**src/rtl/telemetry_rx.sv**
```systemverilog
// telemetry_rx: 8N1 UART receiver and parser for the fixed 8-byte eBike telemetry frame.
// Frame layout is AA 55, then the high and low bytes of batt, curr and torque.
module telemetry_rx #(
    parameter int BAUD_DIV = 434,
    parameter int TMO_CYC  = 8680
) (
    input  logic        clk,
    input  logic        rst,
    input  logic        RX,
    output logic [11:0] batt,
    output logic [11:0] curr,
    output logic [11:0] torque,
    output logic        vld,
    output logic        frm_err
);
    localparam int CW = $clog2(BAUD_DIV + 1);
    localparam int TW = $clog2(TMO_CYC + 1);

    typedef enum logic [1:0] {IDLE, START, DATA, STOP} bst_t;
    typedef enum logic [2:0] {HDR1, HDR2, B_HI, B_LO, C_HI, C_LO, T_HI, T_LO} fst_t;

    bst_t        bst_q;
    fst_t        fst_q;
    logic        rx_m_q, rx_s_q, rx_p_q;
    logic [CW-1:0] cnt_q;
    logic [2:0]  bit_q;
    logic [7:0]  sh_q;
    logic        byte_rdy_q, stop_err_q;
    logic [TW-1:0] tmo_q;
    logic [11:0] sb_q, sc_q, st_q;
    logic [11:0] batt_q, curr_q, torque_q;
    logic        vld_q, frm_err_q;
    logic        hi_bad;

    assign batt    = batt_q;
    assign curr    = curr_q;
    assign torque  = torque_q;
    assign vld     = vld_q;
    assign frm_err = frm_err_q;
    assign hi_bad  = sh_q[7:4] != 4'h0;

    // Counter expires when it reaches 1, so a load of N spaces samples N clocks apart.
    always_ff @(posedge clk or posedge rst) begin
        if (rst) begin
            rx_m_q     <= 1'b1;
            rx_s_q     <= 1'b1;
            rx_p_q     <= 1'b1;
            bst_q      <= IDLE;
            cnt_q      <= '0;
            bit_q      <= '0;
            sh_q       <= '0;
            byte_rdy_q <= 1'b0;
            stop_err_q <= 1'b0;
        end else begin
            rx_m_q     <= RX;
            rx_s_q     <= rx_m_q;
            rx_p_q     <= rx_s_q;
            byte_rdy_q <= 1'b0;
            stop_err_q <= 1'b0;
            if (bst_q != IDLE) cnt_q <= cnt_q - 1'b1;
            case (bst_q)
                IDLE: if (rx_p_q && !rx_s_q) begin
                    bst_q <= START;
                    cnt_q <= CW'(BAUD_DIV / 2);
                end
                START: if (cnt_q == CW'(1)) begin
                    bst_q <= rx_s_q ? IDLE : DATA;
                    cnt_q <= CW'(BAUD_DIV);
                    bit_q <= '0;
                end
                DATA: if (cnt_q == CW'(1)) begin
                    sh_q  <= {rx_s_q, sh_q[7:1]};
                    cnt_q <= CW'(BAUD_DIV);
                    bit_q <= bit_q + 1'b1;
                    if (bit_q == 3'd7) bst_q <= STOP;
                end
                default: if (cnt_q == CW'(1)) begin
                    byte_rdy_q <= rx_s_q;
                    stop_err_q <= !rx_s_q;
                    bst_q      <= IDLE;
                end
            endcase
        end
    end

    // A byte arriving on the timeout clock wins over the timeout.
    always_ff @(posedge clk or posedge rst) begin
        if (rst) begin
            fst_q     <= HDR1;
            tmo_q     <= '0;
            sb_q      <= '0;
            sc_q      <= '0;
            st_q      <= '0;
            batt_q    <= '0;
            curr_q    <= '0;
            torque_q  <= '0;
            vld_q     <= 1'b0;
            frm_err_q <= 1'b0;
        end else begin
            vld_q     <= 1'b0;
            frm_err_q <= 1'b0;
            tmo_q     <= (fst_q == HDR1 || byte_rdy_q) ? '0 : (bst_q == IDLE ? tmo_q + 1'b1 : tmo_q);
            if (stop_err_q) begin
                frm_err_q <= 1'b1;
                fst_q     <= HDR1;
            end else if (byte_rdy_q) begin
                case (fst_q)
                    HDR1: fst_q <= (sh_q == 8'hAA) ? HDR2 : HDR1;
                    HDR2: fst_q <= (sh_q == 8'h55) ? B_HI : (sh_q == 8'hAA) ? HDR2 : HDR1;
                    B_HI, C_HI, T_HI: begin
                        frm_err_q <= hi_bad;
                        fst_q     <= hi_bad ? HDR1 : fst_t'(fst_q + 3'd1);
                        if (!hi_bad && fst_q == B_HI) sb_q[11:8] <= sh_q[3:0];
                        if (!hi_bad && fst_q == C_HI) sc_q[11:8] <= sh_q[3:0];
                        if (!hi_bad && fst_q == T_HI) st_q[11:8] <= sh_q[3:0];
                    end
                    B_LO: begin
                        sb_q[7:0] <= sh_q;
                        fst_q     <= C_HI;
                    end
                    C_LO: begin
                        sc_q[7:0] <= sh_q;
                        fst_q     <= T_HI;
                    end
                    default: begin
                        st_q[7:0] <= sh_q;
                        batt_q    <= sb_q;
                        curr_q    <= sc_q;
                        torque_q  <= {st_q[11:8], sh_q};
                        vld_q     <= 1'b1;
                        fst_q     <= HDR1;
                    end
                endcase
            end else if (tmo_q == TW'(TMO_CYC)) begin
                fst_q <= HDR1;
            end
        end
    end
endmodule

```
**config.mk**
```make
export PLATFORM = sky130hd
export DESIGN_NAME = telemetry_rx
export DESIGN_NICKNAME = d
export VERILOG_FILES = /design/src/rtl/telemetry_rx.sv
export SDC_FILE = /design/constraint.sdc
export NUM_CORES = 1
export LEC_CHECK = 0
export BUFFER_PORTS_ARGS = -buffer_cell sky130_fd_sc_hd__buf_2
export CAP_MARGIN = 20
export CORE_MARGIN = 2
export CORE_UTILIZATION = 50
export CTS_CLUSTER_DIAMETER = 120
export DETAILED_ROUTE_END_ITERATION = 8
export GPL_TIMING_DRIVEN = 0
export HOLD_SLACK_MARGIN = 0.1
export PLACE_DENSITY = 0.65
export SYNTH_ARGS = -nofsm -noshare
export SYNTH_HDL_FRONTEND = slang
export SYNTH_SLANG_ARGS = --single-unit
```
**constraint.sdc**
```tcl
create_clock -name clk -period 4.5 [get_ports clk]
set_input_delay 0.45 -clock clk [delete_from_list [all_inputs] [get_ports clk]]
set_output_delay 0.45 -clock clk [all_outputs]
set_load 0.01 [all_outputs]
```
==> impl.org <==
** Clocking
- The clock passes through at most 2 buffers.
- Buffers added to address setup during post-CTS repair amount to 0.
- Latest clock arrival within the worst-skew pair :: about 380 ps
- Clock tree synthesis inserted a total of 9 buffers.
- The tree built by TritonCTS fans out to 110 sinks.
- Maximum level of the CTS H-tree :: 3
- Clock root buffer :: clkbuf_8
- CTS tree :: built
- For this design, the CTS-stage hold fixing added 0 buffers.
- Clock slew seen by the registers of the worst setup and hold paths :: 100 ps
- Count of cells resized by post-cts repair :: 0

** Detailed routing
- Detailed routing inserted a total of about 3.3k vias.
- Drt first pass iters :: 4
- DR DRC count :: 0
- Residual antenna-violating net count after detailed routing :: 0
- Detailed Route Iter0 Violations :: 112
- In the routed layout, each cell is associated on average with a via count of 5.555.
- Average wire per cell in the routed design :: 15.72 um
- Wires add up to roughly 9200 um.

** Timing
- The number of hold violations in the final report was 0.
- Setup repair after global routing left no endpoint under its margin.
- Counting I/O delays and the setup requirement, the final critical path takes between 2000 and 2500 ps.
- Timing would allow up to 450.6 MHz.
- Final Cycle Share :: between 40% and 50%
- The total count of max-transition violations in the final report was 0.
- Clock skew on the completed layout was measured at 10.87 ps.
- Count of endpoints failing setup in the final report :: 0
- Worst slew pin tran :: 864.5 ps
- Max transition margin :: 41.58%

** Die
- Number of placement rows :: 36
- Core Footprint :: 9684 um^2
- The die covers 10730 um^2.
- Die X-Extent :: 103.6 um
- For this design the top-level I/O count stands at 41.
- Y dimension of the die :: between 100 and 150 um
- Initial standard-cell utilization of the core :: 51.20%

** Run status
- Status :: completed

** Hold path
- The min-delay analysis places its worst path in the category in -> reg.

** Critical path
- Data required time of the worst path :: between 4000 and 5000 ps
- Worst endpoint data arrival time :: 2490 ps
- The worst setup path is captured at a flop.
- Crit Path Max Fanout :: 10
- STA classifies the critical path startpoint as a flop.
- Category of the most critical setup path :: reg -> reg

** Logic synthesis
- The biggest area contributor in the post-synthesis netlist is dfrtp_1.
- The average instance in the mapped netlist occupies around 13 um^2.
- Synthesis produced 396 cells.
- Yosys warning count :: 0
- Summing the sequential cell areas from Yosys gives 55.59% of the chip area.
- Ranked by total cell area, the synthesized netlist is headed by dfrtp_1 (54%), mux2_2 (17%), ha_1 (3.8%).
- Counting flops with a built-in enable in the synthesized netlist gives 0.
- Of all flip-flops after synthesis, the portion carrying an async set or reset was 100.0%.
- The most used flip-flop cell after synthesis is dfrtp_1.
- Number of synthesized register bits :: 110
- In this run the biggest area consumer among cell types represents between 50 and 60% of the synthesized area.
- Summed instance area of the synthesized netlist :: 4959 um^2
- Unique masters post-synth :: a little under 60
- Synthesized net count :: 414

** Global routing
- Wire length of the first global-routing pass :: 15580 um
- For this run the aggregate overflow at the end of global routing stands at 0.
- Total GRT Usage :: 18.15%
- The number of antenna violations at the first check in global routing was 0.
- The via count of the first global-routing pass was 3186.
- Pin count of the biggest net entering global routing :: 58

** Finish
- Utilization after layout :: 57.34%
- Commonest non-fill, non-tap cells in the layout :: dfrtp_1 (107), mux2_2 (74), buf_2 (46), nor2_1 (23), nand2_1 (18)
- The post-route netlist has between 30% and 40% of its cells at a drive strength greater than 1.
- P&R area growth vs syn :: 11.99%
- The number of antenna diodes in the final layout is 0.
- Leaving out fill and tap cells, the most frequent cell in the layout is dfrtp_1.
- At the end of the flow, the number of nets in the layout was 466.

** Flow run
- Max-cap violations in this run came to 0.

** Placement
- In this run the tool buffered the top-level ports with 40 buffer cells.
- Final Wtd Congestion :: 0.8668
- Total half-perimeter wirelength after legalization and detailed placement :: 6266 um

** Power and ir drop
- VDD IR-drop max :: 0.0002765 V
- Post-layout total power :: 2.230 mW
- For this design the ratio of total power to cell area is 401.6 nW/um^2.
- Leakage :: 2.753 nW
power breakdown:
group | internal, mW | switching, mW
clock | 0.262 | 0.333
combinational | 0.222 | 0.300
sequential | 1.04 | 0.0723
total | 1.52 | 0.705
worst max-delay path, stage by stage, from the launching register on:
cell,delay (ps)
dfrtp_1,420
inv_1,80
ha_1,280
nor4_1,350
nand2_1,360
buf_2,330
mux2_2,300
metal layers:
| metal | vias up | global-route usage [%] | share of wire, % |
|---|---|---|---|
| met3 | 13 | 2.643 | 2.8 |
| li1 | 1536 | - | - |
| met5 | - | 0 | 0 |
| met4 | 0 | 8.108 | 1.9 |
| met1 | 1649 | 25.00 | 48 |
| met2 | 57 | 28.86 | 48 |
kinds of logic after synthesis:
| kind of cell | count (synthesis) | synth area share (%) |
|---|---|---|
| DFF | 110 | 55.59 |
| adders and majority gates | 15 | 3.785 |
| buffers and inverters | 33 | 2.725 |
| xor gates and xnor gates | 11 | 1.943 |
| muxes | 75 | 17.01 |
| AOI/OAI and AO/OA | 54 | 7.747 |
| and+or+nand+nor | 98 | 11.20 |
synthesized netlist by cell type, drive strengths merged, types with 2 or more instances:
cell type,number
nor4b,2
nand2b,2
o31ai,3
a211o,2
a31o,2
nor2b,7
nor3b,2
nor4,10
nor2,24
or3,2
clkbuf,11
dfstp,3
xnor2,7
mux2,74
o22ai,2
nand2,18
o21ai,6
o211ai,2
a32o,3
a21boi,2
or4,4
nor3,3
a311oi,2
a21oi,12
and2,2
o2bb2ai,2
nor4bb,2
buf,8
inv,14
nand4,6
dfrtp,107
xor2,4
ha,15
nand3,8
a31oi,3
a21o,2
and3,3
per-stage QoR:
stage	cell area, um^2	setup WS, ps	hold slack, ps	TNS [ps]	instances
after floorplan	4959	1153	345.2	0	396
after global placement	5325	-104.2	346.9	-10400	569
after detailed placement	5355	2303	347.3	0	570
after CTS	5553	2295	149.2	0	586
after global routing	5553	2105	150.2	0	586
final	5553	2281	163.9	0	586
worst paths after layout:
path,end,slack [ps],depth (start not counted),start
max,torque[5]$_DFFE_PP0P_,2280,6,fst_q[0]$_DFFE_PP0P_
min,rx_m_q$_DFF_PP1_,160,1,RX
max reg2reg,torque[5]$_DFFE_PP0P_,2280,6,fst_q[0]$_DFFE_PP0P_
min reg2reg,rx_s_q$_DFF_PP1_,360,0,rx_m_q$_DFF_PP1_
max in group asynchronous,torque[10]$_DFFE_PP0P_,3600,3,rst
min in group asynchronous,sb_q[4]$_DFFE_PP0P_,180,2,rst
registers in the layout, summed over array words and instances (netlist names), 2 cells and up:
register	count
sb_q	12
cnt_q	9
st_q	4
fst_q	3
bit_q	3
curr	12
bst_q	2
sc_q	12
batt	12
tmo_q	14
sh_q	8
torque	12
cell type report:
cell class	count	area, um^2
fill	851	4131
sequential	110	2756
multi-input combinational	253	2067
timing repair buffer	41	227.7
tap	133	166.4
clock buffer	10	127.6
buffer	19	82.58
clock inverter	6	70.07
inverter	14	55.05
No activity file was read; power rests on OpenSTA's default activity.
